<file path="src/rtl/dac_arb.sv">
// Round-robin arbiter that shares one SPI DAC serializer among NREQ requesters,
// enforcing a chip-select idle gap between transfers and a timeout on a hung serializer.
module dac_arb #(
  parameter int NREQ    = 4,
  parameter int DW      = 10,
  parameter int GAP_CYC = 4,
  parameter int TIMEOUT = 256
) (
  input  logic                    s_clk,
  input  logic                    s_rst,
  input  logic [NREQ-1:0]         req,
  input  logic [NREQ*DW-1:0]      req_data,
  output logic [NREQ-1:0]         req_ack,
  output logic                    req_err,
  output logic                    dac_start,
  output logic [DW-1:0]           dac_data,
  input  logic                    dac_busy,
  input  logic                    dac_done,
  output logic [$clog2(NREQ)-1:0] grant_id,
  output logic                    busy
);

  localparam int GW = $clog2(NREQ);
  localparam int TW = $clog2(TIMEOUT);
  localparam logic [TW-1:0] TO_LAST  = TW'(TIMEOUT - 1);
  localparam logic [7:0]    GAP_LOAD = 8'(GAP_CYC);

  localparam logic [1:0] IDLE  = 2'd0;
  localparam logic [1:0] START = 2'd1;
  localparam logic [1:0] WAIT  = 2'd2;
  localparam logic [1:0] ACK   = 2'd3;

  logic [1:0]      state;
  logic [GW-1:0]   ptr;
  logic [7:0]      gap_cnt;
  logic [TW-1:0]   to_cnt;
  logic            err;
  logic            mask_last;

  logic [DW-1:0]   codes [NREQ];
  logic [NREQ-1:0] masked;
  logic            win_found;
  logic [GW-1:0]   win_idx;
  logic [GW-1:0]   cand;

  for (genvar i = 0; i < NREQ; i++) begin : g_codes
    assign codes[i] = req_data[i*DW +: DW];
  end

  // The requester just acked is hidden for one cycle so a lingering req
  // cannot win again when there is no idle gap.
  always_comb begin
    masked = req;
    if (mask_last) masked[grant_id] = 1'b0;
    win_found = 1'b0;
    win_idx   = '0;
    cand      = '0;
    for (int k = 0; k < NREQ; k++) begin
      cand = GW'((int'(ptr) + k) % NREQ);
      if (!win_found && masked[cand]) begin
        win_found = 1'b1;
        win_idx   = cand;
      end
    end
  end

  always_ff @(posedge s_clk) begin
    if (s_rst) begin
      state     <= IDLE;
      ptr       <= '0;
      gap_cnt   <= '0;
      to_cnt    <= '0;
      err       <= 1'b0;
      mask_last <= 1'b0;
      grant_id  <= '0;
      dac_data  <= '0;
    end else begin
      mask_last <= (state == ACK);
      case (state)
        IDLE: begin
          if (gap_cnt != 8'd0) gap_cnt <= gap_cnt - 8'd1;
          if (win_found && gap_cnt == 8'd0 && !dac_busy) begin
            grant_id <= win_idx;
            dac_data <= codes[win_idx];
            state    <= START;
          end
        end
        START: begin
          to_cnt <= '0;
          err    <= 1'b0;
          state  <= WAIT;
        end
        WAIT: begin
          if (dac_done) begin
            err   <= 1'b0;
            state <= ACK;
          end else if (to_cnt == TO_LAST) begin
            err   <= 1'b1;
            state <= ACK;
          end else begin
            to_cnt <= to_cnt + 1'b1;
          end
        end
        ACK: begin
          ptr     <= (grant_id == GW'(NREQ - 1)) ? '0 : grant_id + 1'b1;
          gap_cnt <= GAP_LOAD;
          state   <= IDLE;
        end
        default: state <= IDLE;
      endcase
    end
  end

  assign dac_start = (state == START);
  assign busy      = (state != IDLE);
  assign req_err   = (state == ACK) && err;

  always_comb begin
    req_ack = '0;
    if (state == ACK) req_ack[grant_id] = 1'b1;
  end

endmodule

</file>
<file path="config.mk">
export PLATFORM = sky130hd
export DESIGN_NAME = dac_arb
export DESIGN_NICKNAME = d
export VERILOG_FILES = /design/src/rtl/dac_arb.sv
export SDC_FILE = /design/constraint.sdc
export NUM_CORES = 1
export LEC_CHECK = 0
export ABC_AREA = 1
export CAP_MARGIN = 20
export CELL_PAD_IN_SITES_DETAIL_PLACEMENT = 1
export CELL_PAD_IN_SITES_GLOBAL_PLACEMENT = 2
export CORE_MARGIN = 5
export CORE_UTILIZATION = 36
export DETAILED_ROUTE_END_ITERATION = 12
export DONT_BUFFER_PORTS = 1
export PLACE_DENSITY_LB_ADDON = 0.1
export SLEW_MARGIN = 20
export SYNTH_ARGS = -nofsm -noshare
export SYNTH_HDL_FRONTEND = slang
export SYNTH_SLANG_ARGS = --single-unit
</file>
<file path="constraint.sdc">
create_clock -name s_clk -period 5.45 [get_ports s_clk]
set_input_delay 1.3625 -clock s_clk [delete_from_list [all_inputs] [get_ports s_clk]]
set_output_delay 1.3625 -clock s_clk [all_outputs]
set_load 0.01 [all_outputs]
</file>
-- Word level (Yosys, flattened, before mapping)
Cells that the tools add are included.
- add/sub/neg operators: 6
- order comparisons: 7
- equal/unequal tests: 10
- muxes and demuxes: 36
- bitwise operators: 3
- reductions and logical operators: 22
- operators by type and width (cell ; number):
    8-bit case mux with 2 select lines ; 2
    8-bit 2-to-1 mux ; 3
    10-bit binary-select mux with 2-bit select ; 1
    10-bit 2-to-1 mux ; 2
    2-bit 2-to-1 mux ; 8
    2-bit by 3-bit < comparator with 1-bit output, second input constant ; 5
    1-bit 2-to-1 mux ; 11
    8-bit by 1-bit adder with 8-bit output, second input constant ; 1
    1-bit binary-select mux with 2-bit select ; 4
    8-bit == test, second input constant ; 1
    8-bit zero test ; 1
    4-bit 2-to-1 mux ; 2
    2-bit != test, second input constant ; 4
    2-bit case mux with 4 select lines ; 1
    2-bit AND reduction ; 4
    8-bit nonzero test ; 1
    8-bit by 1-bit subtractor with 8-bit output, second input constant ; 1
    1-bit logical AND ; 7
    2-bit == test, second input constant ; 3
    2-bit nonzero test ; 3
    2-bit by 1-bit adder with 2-bit output, second input constant ; 2
    2-bit adder, second input constant ; 2
    4-bit bitwise AND ; 1
    1-bit zero test ; 4
    10 further kinds ; 10
- register bits after elaboration: 34
- input port bits: 48
- output and inout bits: 19
- logic and storage cells: 92

-- Logic depth before layout (Yosys ltp)
Gate-level depths: netlist (run 1).
- depth in word-level cells: 23
- mapped depth: 17

-- Worst setup path after synthesis (run 1)
No wires, ideal clock.
- kind: input-to-reg
- start point: in req[1]
- end point: reg dac_data[9]
- data arrival time: 2507 ps
- required time: 5334 ps
- setup slack: 2827 ps
- stages: 10
- cells stage by stage: nand3_1 nand2_2 o21ai_4 nand4_4 nand3_4 inv_2 clkbuf_8 o21a_1 o21ai_0 nor2_1
- cells in the longest elaborated chain, start to end: 18
- elaborated cells between the ends (all ways): 31
- ends and longest elaborated chain (what ; RTL line ; RTL):
    start, declared ; 11 ; input logic [NREQ-1:0] req,
    4-bit bitwise AND (no line) ; n/a ;
    4-bit 2-to-1 mux (*) ; 54 ; if (mask_last) masked[grant_id] = 1'b0;
    1-bit binary-select mux with 2-bit select ; 60 ; if (!win_found && masked[cand]) begin
    1-bit 2-to-1 mux (implied by the code) ; 60 ;
    1-bit 2-to-1 mux ; 60 ;
    1-bit zero test ; 60 ;
    1-bit logical AND ; 60 ;
    1-bit 2-to-1 mux ; 60 ;
    1-bit zero test ; 60 ;
    1-bit logical AND ; 60 ;
    1-bit 2-to-1 mux ; 60 ;
    1-bit zero test ; 60 ;
    1-bit logical AND ; 60 ;
    2-bit 2-to-1 mux ; 60 ;
    2-bit NOT with 3-bit output (implied by the code) ; 84 ; dac_data <= codes[win_idx];
    10-bit binary-select mux with 2-bit select ; 84 ;
    10-bit 2-to-1 mux (implied by the code) (2 in a row) ; 84 ;
    end signal, assigned ; 84 ;
    end, declared ; 16 ; output logic [DW-1:0] dac_data,
Every way passes the cells marked *; elsewhere a longest branch is shown, timed or not. The select of a mux whose other input is x is not followed.
A chain may end at the register's enable or synchronous reset.

-- Worst setup path after layout (run 1)
- start point: reg state[1]
- end point: out req_ack[3]
- cells in the longest elaborated chain, start to end: 2
- ends and longest elaborated chain (what ; RTL line ; RTL):
    start, declared ; 33 ; logic [1:0] state;
    start signal, assigned ; 69 ; state <= IDLE;
    start signal, assigned ; 85 ; state <= START;
    start signal, assigned ; 91 ; state <= WAIT;
    2-bit == test ; 120 ; if (state == ACK) req_ack[grant_id] = 1'b1;
    4-bit 2-to-1 mux ; 120 ;
    end, declared ; 13 ; output logic [NREQ-1:0] req_ack,
Every way passes these cells.

==> impl_metrics.env, run 1 <==
export IMPL_crit_path_end_kind="output port"
export IMPL_vias=2185
export IMPL_cts_buffer_depth=2
export IMPL_setup_viol=0
export IMPL_synth_edf_count=0
export IMPL_area_delta_synth_final_pct=4.505
export IMPL_setup_tns_ns=0
export IMPL_layout_common_cells="87 x nand2_1, 56 x inv_1, 37 x nor2_1, 34 x dfxtp_1, 21 x nand3_1"
export IMPL_cts_root_buf="clkbuf_8"
export IMPL_routed_via_density=5.046
export IMPL_post_dp_hpwl_um=4859
export IMPL_rows=29
export IMPL_fin_skew_ns=0.003305
export IMPL_insertion_delay_ns=0.28
export IMPL_synth_top_area_share_pct=28.83
export IMPL_die_h_um=90.99
export IMPL_min_period_ns=2.646
export IMPL_worst_hold_path_type="reg -> reg"
export IMPL_synth_area_sq_mm=0.002361
export IMPL_antenna_found_initial=0
export IMPL_cts_resized=0
export IMPL_gp_congestion=0.7436
export IMPL_postRouteAntennaNets=0
export IMPL_cts_reportedPaths_clkPinSlew_ns=0.07
export IMPL_async_reset_ff_share_pct=0
export IMPL_syn_num_nets=417
export IMPL_p_leak_nw=1.187
export IMPL_numCtsBuffers=5
export IMPL_ys_flop_type="dfxtp_1"
export IMPL_max_slew_margin_pct=64.31
export IMPL_die_w_um=90.99
export IMPL_grt_usage_pct=14.57
export IMPL_nets=415
export IMPL_crit_chain="ha_1 > nand2_1 > inv_1"
export IMPL_timing_fmax_mhz=377.9
export IMPL_ys_seq_area_share_pct=28.83
export IMPL_grt_max_degree=36
export IMPL_critical_path_class="reg -> out"
export IMPL_drt_pre_antenna_iters=4
export IMPL_drcViolationCount=0
export IMPL_wirelength_um=5999
export IMPL_postCtsSetupBuffers=0
export IMPL_initial_core_util_pct=37.18
export IMPL_synth_ff_latch_count=34
export IMPL_synth_area_leaders="dfxtp_1 29%, nand2_1 14%, inv_1 8.9%"
export IMPL_drive_above_1_share_pct=6.742
export IMPL_peakVddDrop_mv=0.1628
export IMPL_hold_viol=0
export IMPL_syn_inst=357
export IMPL_synth_top_area_cell="dfxtp_1"
export IMPL_slew_viol_final=0
export IMPL_syn_avg_cell_area_sq_um=6.613
export IMPL_max_cap_violations=0
export IMPL_grt_ovfl_total=0
export IMPL_ios=67
export IMPL_antenna_cells=0
export IMPL_cts_hold_buf=0
export IMPL_path_delay_family="adder cells"
export IMPL_wl_per_cell_um=13.85
export IMPL_power_mw=1.127
export IMPL_htree_levels=2
export IMPL_grt_pass1_vias=2279
export IMPL_arrival_ns=1.28
export IMPL_crit_slowest_cell="ha_1"
export IMPL_dieArea_sq_mm=0.008278
export IMPL_grt_setup_unrepaired="false"
export IMPL_grt_pass1_wl_um=10200
export IMPL_fin_crit_sh_pct=48.55
export IMPL_core_sq_mm=0.006350
export IMPL_netlist_cell_type_count=31
export IMPL_final_common_cell="nand2_1"
export IMPL_critPathLaunchType="register"
export IMPL_cts_sinks=34
export IMPL_tightest_slew_ns=0.5348
export IMPL_cp_num_buf_inv=1
export IMPL_power_density_mw_per_mm2=456.7
export IMPL_port_buffers=0
export IMPL_cts_tree="yes"
export IMPL_cpPeakStageDelay_ns=0.41
export IMPL_worstPathRequired_ns=4.09
export IMPL_status="finished clean"
export IMPL_crit_path_max_fanout=11
export IMPL_first_iter_violations=71
export IMPL_synth_warnings=0
[flip-flops by register name (all words and copies together), names as in the netlist]
signal     count
dac_data      10
grant_id       2
mask_last      1
to_cnt         8
gap_cnt        8
ptr            2
err            1
state          2
[report_power, final]
part / switching [mW] / internal [mW] / total, mW
Clock: 0.0901 / 0.102 / 0.192
Combinational: 0.380 / 0.182 / 0.563
Sequential: 0.0663 / 0.306 / 0.372
Total: 0.537 / 0.590 / 1.13
[cell usage after synthesis (3+ instances only)]
cell type / number
nand2_1: 87
inv_1: 56
nor2_1: 37
dfxtp_1: 34
nand3_1: 21
o21ai_1: 19
a21oi_1: 14
o21ai_0: 14
ha_1: 12
nand4_1: 10
o21a_1: 10
nor3_1: 8
buf_6: 5
nand2_2: 4
nand3_2: 4
clkbuf_1: 3
[metal layers]
layer | GRT usage [%] | part of all wire, %
met4 | 4.645 | 1.7
met1 | 17.42 | 46
met5 | 0 | 0
met3 | 4.876 | 6.6
met2 | 24.58 | 46
[logic make-up (layout without fill, tap and decap cells)]
family	count (synthesis)	after routing	synth area share, %
AO/OA/AOI/OAI	65	65	16.22
XOR/XNOR	2	2	0.7421
adder cells (fa/ha/maj)	12	12	6.359
buffers and inverters	68	67	13.25
flip-flops	34	34	28.83
AND/OR/NAND/NOR	176	176	34.60
[through the flow]
stage               setup slack, ns  cells  cell area, sq um  util, %  hold WS (ns)
finish                        2.804    433              2467    38.86        0.4812
global route                  2.622    433              2467    38.86        0.5191
CTS                           2.769    433              2467    38.86        0.4876
detailed placement            2.531    425              2376    37.42        0.4725
global placement              2.560    425              2376    37.42        0.4624
floorplan                     2.827    357              2361        -        0.4434
[layout make-up]
| class | count | area (sq um) |
|---|---|---|
| Multi-Input combinational cell | 255 | 1368 |
| Clock buffer | 7 | 86.33 |
| Tap cell | 77 | 96.34 |
| Inverter | 59 | 231.5 |
| Fill cell | 844 | 3882 |
| Sequential cell | 34 | 680.7 |
| Clock inverter | 1 | 5.005 |
[final timing paths]
path	startpoint	to	slack, ns	cells after the start
worst max-delay path	state[1]	req_ack[3]	2.80	3
worst min-delay path	to_cnt[2]	to_cnt[2]	0.48	2
worst max register to register	grant_id[0]	dac_data[4]	3.00	16
worst min register to register	to_cnt[2]	to_cnt[2]	0.48	2
[worst register-to-register path, stage by stage, from the launching register on]
cell and delay, ns:
dfxtp_1 0.51, inv_1 0.11, ha_1 0.22, nand2_1 0.10
nand3_1 0.13, nand3_2 0.11, nand2_2 0.11, nand2_2 0.10
nand2_1 0.08, nand2_4 0.12, nand3_4 0.30, nand2_1 0.18
nand2_1 0.06, nand2_1 0.06, nand3_1 0.06, nand2_1 0.06
inv_1 0.04
Note: power is estimated with default switching activity, not from simulation.
==> inputs of run 2 (changes only) <==
CORE_UTILIZATION = 33   (was 36)
clock period = 2.7 ns   (was 5.45 ns; I/O delays follow)
==> run 2 against run 1 <==
  * Non-clock buffer count is 1 higher
  * Total power is 100% higher
  * Die area is 8.1% higher
==> impl_metrics.env, run 2 (synthesis results as in run 1) <==
export IMPL_status="finished clean"
export IMPL_grt_pass1_wl_um=10490
export IMPL_wirelength_um=6428
export IMPL_largest_reg_flops=10
export IMPL_stdcell_area_sq_mm=0.002496
export IMPL_vias=2215
export IMPL_pwr_share_seq_pct=33.0
export IMPL_drt_pre_antenna_iters=4
export IMPL_first_iter_violations=68
export IMPL_area_delta_synth_final_pct=5.723
export IMPL_insertion_delay_ns=0.29
export IMPL_top_register="dac_data"
export IMPL_crit_path_max_fanout=17
export IMPL_worstPathRequired_ns=2.88
export IMPL_power_frac_comb_pct=51.2
export IMPL_fin_ws_ns=0.2384
export IMPL_routed_via_density=4.890
export IMPL_cts_buffer_depth=2
export IMPL_power_density_mw_per_mm2=912.9
export IMPL_hold_depth=1
export IMPL_swShare_pct=49.01
export IMPL_min_period_ns=2.462
export IMPL_cts_reportedPaths_clkPinSlew_ns=0.07
export IMPL_drcViolationCount=0
export IMPL_final_common_cell="nand2_1"
export IMPL_postRouteAntennaNets=0
export IMPL_grt_max_degree=36
export IMPL_fin_skew_ns=0.007585
export IMPL_cts_tree="yes"
export IMPL_cts_sinks=34
export IMPL_crit_chain="inv_1 > ha_1 > nand2_1 > nand3_1 > nand3_2 > nand2_2 > nand2_2 > nand2_1 > nand2_4 > nand3_2 > nand2_1 > o21ai_1 > o21ai_1 > nor2_1"
export IMPL_switchingPower_mw=1.117
export IMPL_dp_worst_setup_slack_ns=0.2116
export IMPL_post_dp_hpwl_um=5137
export IMPL_initial_core_util_pct=34.37
export IMPL_antenna_found_initial=0
export IMPL_worst_hold_path_type="in -> reg"
export IMPL_htree_levels=2
export IMPL_crit_path_end_kind="register"
export IMPL_grt_setup_unrepaired="false"
export IMPL_clockPowerShare_pct=15.8
export IMPL_setup_tns_ns=0
export IMPL_grt_pass1_vias=2281
export IMPL_arrival_ns=2.64
export IMPL_timing_critical_path_mode_cell="nand2_1"
export IMPL_max_cap_violations=0
export IMPL_reg_top3="dac_data: 10 flops, gap_cnt: 8 flops, to_cnt: 8 flops"
export IMPL_cts_hold_buf=0
export IMPL_ios=67
export IMPL_placed_area_sq_mm=0.002407
export IMPL_max_slew_margin_pct=64.80
export IMPL_hold_viol=0
export IMPL_reg2regPathDepth=14
export IMPL_timing_fmax_mhz=406.2
export IMPL_rows=30
export IMPL_setup_viol=0
export IMPL_fin_crit_sh_pct=91.17
export IMPL_crit_slowest_cell="dfxtp_1"
export IMPL_cpPeakStageDelay_ns=0.50
export IMPL_dieArea_sq_mm=0.008946
export IMPL_tightest_slew_ns=0.5273
export IMPL_critical_path_class="reg -> reg"
export IMPL_critPathLaunchType="register"
export IMPL_grt_usage_pct=14.90
export IMPL_nets=417
export IMPL_cts_root_buf="clkbuf_8"
export IMPL_antenna_cells=0
export IMPL_drive_above_1_share_pct=7.283
export IMPL_internal_power_mw=1.162
export IMPL_port_buffers=0
export IMPL_gp_congestion=0.7909
export IMPL_layout_common_cells="87 x nand2_1, 56 x inv_1, 37 x nor2_1, 34 x dfxtp_1, 21 x nand3_1"
export IMPL_wl_per_cell_um=14.19
export IMPL_peakVddDrop_mv=0.3045
export IMPL_die_h_um=94.59
export IMPL_p_leak_nw=1.193
export IMPL_numCtsBuffers=5
export IMPL_grt_ovfl_total=0
export IMPL_core_sq_mm=0.006869
export IMPL_die_w_um=94.59
export IMPL_slew_viol_final=0
run 2: what timing repair did:
| item | 4_1_cts | 5_1_grt |
|---|---|---|
| endpoints found under the hold margin | 0 | 0 |
| buffers inserted | 0 | 0 |
| endpoints found under the setup margin | 0 | 2 |
| resized for setup | 0 | 0 |
run 2: path summary, 6_finish.rpt:
| kind | to | start | slack, ns |
|---|---|---|---|
| setup / recovery | dac_data[6] | grant_id[0] | 0.24 |
| hold / removal | to_cnt[1] | s_rst | 0.44 |
| setup reg to reg | dac_data[6] | grant_id[0] | 0.24 |
| hold reg to reg | to_cnt[6] | to_cnt[6] | 0.48 |
run 2: cell type report:
class,instances,area [sq um]
Fill cell,901,4373
Clock buffer,5,68.82
Inverter,59,231.5
Timing Repair Buffer,1,7.507
Tap cell,96,120.1
Multi-Input combinational cell,256,1378
Sequential cell,34,680.7
Clock inverter,2,10.01
run 2: worst max-delay path: cells and delay by family, from the launching register on:
kind / cells / cell delay, ns
AND/OR/NAND/NOR: 10 / 1.28
flip-flops: 1 / 0.50
adder cells (fa/ha/maj): 1 / 0.24
AO/OA/AOI/OAI: 2 / 0.20
buffers and inverters: 1 / 0.12
run 2: through the flow:
| step | hold WS, ns | std cells | util, % | power (mW) |
|---|---|---|---|---|
| after floorplan | 0.4434 | 357 | - | 1.727 |
| after global placement | 0.4618 | 445 | 35.05 | 1.911 |
| after detailed placement | 0.4702 | 445 | 35.05 | 1.927 |
| after CTS | 0.4299 | 452 | 36.19 | 2.301 |
| after global routing | 0.4250 | 453 | 36.34 | 2.524 |
| final | 0.4448 | 453 | 36.34 | 2.279 |
run 2: metal layers:
metal	share of wire (%)	track usage (%)	vias to the layer above
li1	-	-	1152
met1	45	17.36	1004
met2	46	25.06	49
met3	7.3	5.418	10
met4	1.6	5.409	0
met5	0	0	-
run 2: power groups by stage:
stage	registers [mW]	clock network [mW]	logic [mW]
final	0.752	0.361	1.17
after global routing	0.770	0.400	1.35
after CTS	0.756	0.379	1.17
after detailed placement	0.767	0	1.16
after global placement	0.767	0	1.14
after floorplan	0.712	0	1.01
